$ cat config.mk
export PLATFORM = sky130hd
export DESIGN_NAME = vector_lane_alu_seq
export DESIGN_NICKNAME = d
export VERILOG_FILES = /design/src/rtl/vector_lane_alu_seq.sv
export SDC_FILE = /design/constraint.sdc
export NUM_CORES = 2
export LEC_CHECK = 0
export CAP_MARGIN = 20
export CORE_AREA = 3 3 407 409
export CTS_CLUSTER_SIZE = 20
export DETAILED_ROUTE_END_ITERATION = 8
export DIE_AREA = 0 0 410 412
export GPL_TIMING_DRIVEN = 0
export HOLD_SLACK_MARGIN = 0.06
export PLACE_DENSITY = 0.47
export SYNTH_ARGS = -nofsm -noshare
export SYNTH_HDL_FRONTEND = slang
export SYNTH_SLANG_ARGS = --single-unit
$ cat constraint.sdc
create_clock -name clk -period 16.68 [get_ports clk]
set_input_delay 5.004 -clock clk [delete_from_list [all_inputs] [get_ports clk]]
set_output_delay 5.004 -clock clk [all_outputs]
set_load 0.01 [all_outputs]
$ cat src/rtl/vector_lane_alu_seq.sv
// vector_lane_alu_seq -- lane-serial vector ALU stage.
//
// Captures operand vector A and operand B, where B is either the register
// vector or the broadcast immediate. It then computes LPC lanes per clock on
// a single shared datapath, and presents the full result vector through a
// valid/ready handshake.
//
// Ports:
//   clk, rst_n           clock (rising edge), synchronous active-low reset
//   in_valid / in_ready  request handshake (accepted only in IDLE)
//   op                   3-bit operation code
//   use_imm              1: B = imm_vec, 0: B = vec_b
//   vec_a, vec_b,        LANES*N operand vectors, lane i at [i*N +: N]
//   imm_vec
//   out_valid/out_ready  result handshake
//   result               LANES*N result vector
//   busy                 high while in RUN or DONE
//
// Optional build macro: VALU_SAT_ADD_EN
//   defined   : op 111 = unsigned saturating add
//   undefined : op 111 = pass B (immediate broadcast write-through)

module vector_lane_alu_lane #(
   parameter int N = 32
) (
   input  logic [2:0]   op,
   input  logic [N-1:0] a,
   input  logic [N-1:0] b,
   output logic [N-1:0] y
);
   localparam int SW = $clog2(N);

   logic [N:0] sum;

   always_comb begin
      sum = {1'b0, a} + {1'b0, b};
      y   = '0;
      case (op)
         3'b000: y = sum[N-1:0];
         3'b001: y = a - b;
         3'b010: y = a & b;
         3'b011: y = a | b;
         3'b100: y = a ^ b;
         3'b101: y = a << b[SW-1:0];
         3'b110: y = a >> b[SW-1:0];
`ifdef VALU_SAT_ADD_EN
         3'b111: y = sum[N] ? '1 : sum[N-1:0];
`else
         3'b111: y = b;
`endif
         default: y = '0;
      endcase
   end
endmodule

module vector_lane_alu_seq #(
   parameter int N     = 32,
   parameter int LANES = 8,
   parameter int LPC   = 2
) (
   input  logic               clk,
   input  logic               rst_n,
   input  logic               in_valid,
   output logic               in_ready,
   input  logic [2:0]         op,
   input  logic               use_imm,
   input  logic [LANES*N-1:0] vec_a,
   input  logic [LANES*N-1:0] vec_b,
   input  logic [LANES*N-1:0] imm_vec,
   output logic               out_valid,
   input  logic               out_ready,
   output logic [LANES*N-1:0] result,
   output logic               busy
);
   localparam int IW = (LANES > 1) ? $clog2(LANES) : 1;

   if ((LANES % LPC) != 0) begin : g_cfg_err
      $error("vector_lane_alu_seq: LANES must be a multiple of LPC");
   end

   typedef enum logic [1:0] {IDLE, RUN, DONE} state_t;

   state_t                     state;
   logic [2:0]                 op_q;
   logic [LANES-1:0][N-1:0]    a_q, b_q, res_q;
   logic [IW-1:0]              idx;

   logic [LPC-1:0][IW-1:0]     lane_sel;
   logic [LPC-1:0][N-1:0]      lane_y;

   // One shared LPC-wide slice; idx walks it across the captured vector.
   for (genvar g = 0; g < LPC; g++) begin : g_lane
      assign lane_sel[g] = idx + IW'(g);
      vector_lane_alu_lane #(.N(N)) u_lane (
         .op (op_q),
         .a  (a_q[lane_sel[g]]),
         .b  (b_q[lane_sel[g]]),
         .y  (lane_y[g])
      );
   end

   assign result = res_q;

   always_ff @(posedge clk) begin
      if (!rst_n) begin
         state     <= IDLE;
         in_ready  <= 1'b1;
         out_valid <= 1'b0;
         busy      <= 1'b0;
         op_q      <= '0;
         a_q       <= '0;
         b_q       <= '0;
         res_q     <= '0;
         idx       <= '0;
      end else begin
         case (state)
            IDLE: if (in_valid) begin
               op_q     <= op;
               a_q      <= vec_a;
               b_q      <= use_imm ? imm_vec : vec_b;
               idx      <= '0;
               state    <= RUN;
               in_ready <= 1'b0;
               busy     <= 1'b1;
            end
            RUN: begin
               // Only the current LPC lanes are written; the rest keep
               // whatever they held until their turn comes.
               for (int g = 0; g < LPC; g++)
                  res_q[lane_sel[g]] <= lane_y[g];
               if (idx == IW'(LANES - LPC)) begin
                  idx       <= '0;
                  state     <= DONE;
                  out_valid <= 1'b1;
               end else begin
                  idx <= idx + IW'(LPC);
               end
            end
            DONE: if (out_ready) begin
               // in_ready comes back one cycle later, so no accept in DONE.
               state     <= IDLE;
               out_valid <= 1'b0;
               busy      <= 1'b0;
               in_ready  <= 1'b1;
            end
            default: state <= IDLE;
         endcase
      end
   end
endmodule

== Word level (Yosys, flattened, before mapping) ==
Index checks and enable logic that the tools add are counted.

* Register bits: 779
* Output and inout bits: 259
* Word-level logic and storage cells: 107

* $lt $le $gt $ge: 4
* Bitwise operators: 6
* Muxes and demuxes: 32
* Shift-type cells: 4
* Eq/ne operators: 13
* $add $sub $neg: 6
* Reduce and logical (&&, ||, !) cells: 12

{| class="wikitable"
|+ Operator list
! kind !! count
|-
| bitwise mux 256 bit || 2
|-
| case mux 32 bit (8 select lines) || 2
|-
| binary-select mux 32 bit (select 3 bit) || 4
|-
| 2-to-1 mux 256 bit || 1
|-
| demux 32 bit (select 3 bit) || 2
|-
| 2-to-1 mux 32 bit || 6
|-
| adder 32 bit || 2
|-
| bitwise AND 32 bit || 2
|-
| OR 32 bit || 2
|-
| << shifter 32 x 5 -> 32 bit || 2
|-
| >> shifter 32 x 5 -> 32 bit || 2
|-
| subtractor 32 bit || 2
|-
| XOR 32 bit || 2
|-
| == test 3 bit, second input constant || 5
|-
| AND reduction 3 bit || 3
|-
| < comparator 3 x 4 -> 1 bit, second input constant || 2
|-
| == test 3 x 2 -> 1 bit, second input constant || 2
|-
| >= comparator 3 x 1 -> 1 bit, second input constant || 2
|-
| 2-to-1 mux 2 bit || 3
|-
| 2-to-1 mux 3 bit || 2
|-
| != test 2 bit, second input constant || 3
|-
| case mux 1 bit (2 select lines) || 3
|-
| case mux 2 bit (3 select lines) || 1
|-
| case mux 3 bit (2 select lines) || 1
|-
| other kinds (11) || 19
|}

== Logic depth before layout (Yosys ltp) ==
* Word-level depth: 6
* Mapped depth: 27

== Hierarchy ==
A second synthesis with hierarchy kept.

* Cells, all modules: 5500
* Area total of the unflattened synthesis: 49092.1 µm²

{| class="wikitable"
|+ By module, submodules not included
! module !! times used !! area each (µm²) !! cells an instance
|-
| vector_lane_alu_seq || 1 || 33090.5 || 3259
|-
| vector_lane_alu_lane at g_lane[1].u_lane || 1 || 8020.2 || 1129
|-
| vector_lane_alu_lane at g_lane[0].u_lane || 1 || 7981.4 || 1112
|}

== Least setup slack after synthesis ==
OpenSTA, ideal clock, no wires.

* Path kind: in2reg
* Start: input use_imm
* End: register b_q[21] in the netlist's numbering
* Required time: 16.543 ns
* Library setup time: 0.137 ns
* Stages: 5
* Slack: 10.239 ns
* Data arrival time: 6.304 ns
* Cell sequence: clkbuf_1 > buf_1 > buf_1 > mux2i_1 > a211oi_1

* Word-level cells in the longest chain between the ends: 1

{| class="wikitable"
|+ Ends and longest elaborated chain
! what !! RTL line !! text
|-
| start: declaration || 66 || <nowiki>input logic use_imm,</nowiki>
|-
| 2-to-1 mux 256 bit || 120 || <nowiki>b_q <= use_imm ? imm_vec : vec_b;</nowiki>
|-
| end signal: assignment || 120 ||
|-
| end: declaration || 85 || <nowiki>logic [LANES-1:0][N-1:0] a_q, b_q, res_q;</nowiki>
|}

Every way passes these cells.
A chain may end at the register's enable or synchronous reset.

== Final worst setup path ==
* Start: register idx[2]
* End: register res_q, in the netlist result[123]

* Word-level cells in the longest chain between the ends: 6

{| class="wikitable"
|+ Ends and longest elaborated chain
! what !! RTL line !! text
|-
| start: declaration || 86 || <nowiki>logic [IW-1:0] idx;</nowiki>
|-
| start signal: assignment || 136 || <nowiki>idx <= idx + IW'(LPC);</nowiki>
|-
| adder 3 x 1 -> 3 bit (tied with other cells) || 93 || <nowiki>assign lane_sel[g] = idx + IW'(g);</nowiki>
|-
| binary-select mux 32 bit (select 3 bit) (tied with other cells) || 96 || <nowiki>.a (a_q[lane_sel[g]]),</nowiki>
|-
| 2-to-1 mux 32 bit (not written as such) (tied with other cells) || 96 ||
|-
| subtractor 32 bit (tied with other cells) || 40 || <nowiki>3'b001: y = a - b;</nowiki>
|-
| case mux 32 bit (8 select lines) (tied with other cells) || 38 || <nowiki>case (op)</nowiki>
|-
| bitwise mux 256 bit (*) || 130 || <nowiki>res_q[lane_sel[g]] <= lane_y[g];</nowiki>
|-
| end signal: indexed assignment || 130 ||
|-
| end: declaration || 85 ||
|}

Mark *: on every way between the ends. The rest lies on a longest branch, timed or not. The select of a mux whose other input is x is not followed.

==> results.yml <==
run_status:
  status: "finished, final reports clean"
drt:
  drtPass1Iterations: 8
  drc: 0
  viasPerCell: 5.701
  routed_wl_um: 315900
  wl_per_cell_um: 35.42
  postRouteAntennaNets: 0
  vias: 50840
  drtIter0Drc: 6157
hold_path:
  worstHoldPathType: "flip-flop to flip-flop"
  hold_path_startpoint: "result[89]"
placement:
  place_area_um2: 59670
  routabilityCongestion: 1.058
  post-place-cells: 8707
  port_buffers: 1033
  dp_hpwl_um: 262300
logic_synthesis:
  synth_edf_count: 0
  syn-cell-area_um2: 46490
  yosysSeqAreaShare: 0.3350
  ys_ff_latch: 778
  ys_async_sr_fraction: 0
  syn-instance-count: 5490
  synth_nets: 6477
  synth_cell_type_count: 86
  yosysWarnings: 0
  avgSynthCellArea_um2: 8.468
  synth-main-ff-cell: "dfxtp_1"
pwr:
  p_leak_nw: 23.90
  ir_drop_mv: 0.09215
  total_power_w: 0.006302
  pwr_density_cell_nw_per_um2: 100.2
worst_setup_path:
  path_delay_family: "compound AO/OA/AOI/OAI gates"
  arrival_ps: 9510
  cp.required_ps: 17260
  worstSetupEndpointType: "flip-flop"
  crit_start: "idx[2]"
  r2r-start: "idx[2]"
  worstPathMaxFanout: 10
  cp-start-kind: "flip-flop"
  crit_chain: "buf_2 -> clkinv_1 -> o21ai_1 -> clkinv_1 -> nor2_1 -> nand4_1 -> nor3_1 -> nand2_1 -> nand2_1 -> xnor2_1 -> ha_1 -> a21o_1 -> a21o_1 -> a21oi_1 -> o21ai_0 -> a222oi_1 -> nand4_1 -> nor3_1 -> o21ai_0"
  cp_slowest_stage_delay_ps: 1160
  cp_num_buf_inv: 3
  crit_type: "flip-flop to flip-flop"
  cpMaxStageDelayCell: "o21ai_1"
sta:
  skew_ps: 64.00
  maxSlewViolCount: 0
  post-route-period-util: 0.5359
  hold_violations: 0
  finalSetupTns_ps: 0
  tightestPinTransition_ps: 1185
  fin_crit_ps: 8939
  max_freq_mhz: 111.9
  setup_viol: 0
  rsz0062_at_grt: "no"
  slew_headroom: 0.2042
clock_tree:
  insertion_delay_ps: 760
  cts_buffers: 89
  postCtsSetupBuffers: 0
  cts_tree: "done"
  clockRootBuffer: "clkbuf_16"
  cts_hold_buf: 0
  cts-resized-gates: 0
  clock-sinks: 778
  htreeDepth: 3
  clockBufferDepth: 3
  clk_pin_slew_ps: 60
floorplanning:
  initial_core_util: 0.2863
  num_rows: 148
  die_w_um: 410
  dieArea_um2: 168900
  die_y_um: 412
  io_pins: 1035
  core_um2: 162400
cells_and_area:
  drive_above_1_share: 0.06718
  layout_common_cells: "clkdlybuf4s50_1 (1033), nand2_1 (856), dfxtp_1 (778)"
  stdcell_count: 8918
  syn_to_final_growth_pct: 35.23
  layout_commonest_cell: "clkdlybuf4s50_1"
  num-nets-final: 7613
  stdcell_area_um2: 62870
grt:
  grt_pass1_wl_um: 416400
  grt_antenna_before_repair: 70
  grt.total_usage: 0.3561
  overflow: 0
  grt_max_degree: 15
  grt_pass1_vias: 48760
run:
  cap_violations: 0
[per-layer routing]
layer | global-route usage | vias to the layer above | share of wire
met5 | 0 | - | 0.00047
met4 | 0.1922 | 24 | 0.059
met3 | 0.09405 | 645 | 0.094
met2 | 0.5740 | 2993 | 0.45
met1 | 0.4326 | 25010 | 0.39
li1 | - | 22170 | -
[where the power goes]
group,switching (W),total [W],internal (W)
Sequential,0.0000670,0.00204,0.00197
Combinational,0.00147,0.00221,0.000738
Clock,0.000888,0.00206,0.00117
[final timing paths]
kind | endpoint | slack, ps | cells past startpoint
worst min-delay path | result[89] | 450 | 2
worst max register to register | result[123] | 7740 | 19
worst max-delay path | result[123] | 7740 | 19
worst min register to register | result[89] | 450 | 2
[flip-flops by register name, summed over array words and instances (netlist names)]
name / cells
out_valid: 1
state: 2
a_q: 256
idx: 2
in_ready: 1
result: 256
op_q: 3
b_q: 256
busy: 1
[cell usage after synthesis (all sizes together), types with 6 or more instances]
library cell / instances / area [um2]
a211o: 16 / 140.1
a211oi: 316 / 2382
a21o: 38 / 285.3
a21oi: 469 / 2347
a221o: 8 / 80.08
a221oi: 22 / 211.5
a222oi: 21 / 210.2
a22o: 109 / 954.7
a22oi: 39 / 292.8
a311oi: 8 / 76.32
a31oi: 26 / 162.7
a41oi: 9 / 86.34
and2: 19 / 118.9
and3: 17 / 106.4
and4: 6 / 52.55
buf: 107 / 588.1
clkbuf: 332 / 1246
dfxtp: 778 / 15570
ha: 209 / 2615
inv: 147 / 551.8
mux2: 61 / 686.9
mux2i: 470 / 4705
mux4: 124 / 2793
nand2: 856 / 3213
nand2b: 32 / 200.2
nand3: 33 / 165.2
nand4: 19 / 118.9
nor2: 510 / 1914
nor2b: 9 / 56.30
nor3: 38 / 195.2
nor4: 11 / 132.6
o2111ai: 8 / 70.07
o211ai: 37 / 277.8
o21a: 22 / 165.2
o21ai: 301 / 1506
o21bai: 6 / 45.04
o221ai: 20 / 175.2
o22ai: 31 / 193.9
o31ai: 19 / 142.6
or2: 7 / 43.79
or3: 12 / 75.07
xnor2: 85 / 752.0
xor2: 19 / 166.4
[tightest hold or removal path, cell delays in order, from the launching register on]
cell	delay, ps
dfxtp_1	310
nand2_1	50
o21ai_1	50
[layout make-up]
class | count | area (um2)
fillers | 16980 | 99530
multi-input cells | 4123 | 28530
flip-flops and latches | 778 | 15570
repair buffers | 1045 | 10480
well taps | 2175 | 2721
clock buffers | 131 | 2636
plain buffers | 439 | 1838
inverters | 150 | 563.0
clock inverters | 32 | 414.1
diodes | 45 | 112.6
[metrics by stage]
step,utilization,hold slack (ps),setup slack [ps]
floorplan,-,433.1,10240
global placement,0.3667,433.4,7729
detailed placement,0.3674,441.3,8200
CTS,0.3862,449.0,8139
global route,0.3868,463.9,7696
finish,0.3871,445.9,7741
[kinds of logic after synthesis]
logic type,synth area share
buffers and inverters,0.05157
adder cells (fa/ha/maj),0.05711
AO/OA/AOI/OAI,0.2221
AND/OR/NAND/NOR,0.1384
XOR/XNOR,0.01975
multiplexers,0.1760
flip-flops,0.3350
Power figures use the tool's default switching activity.
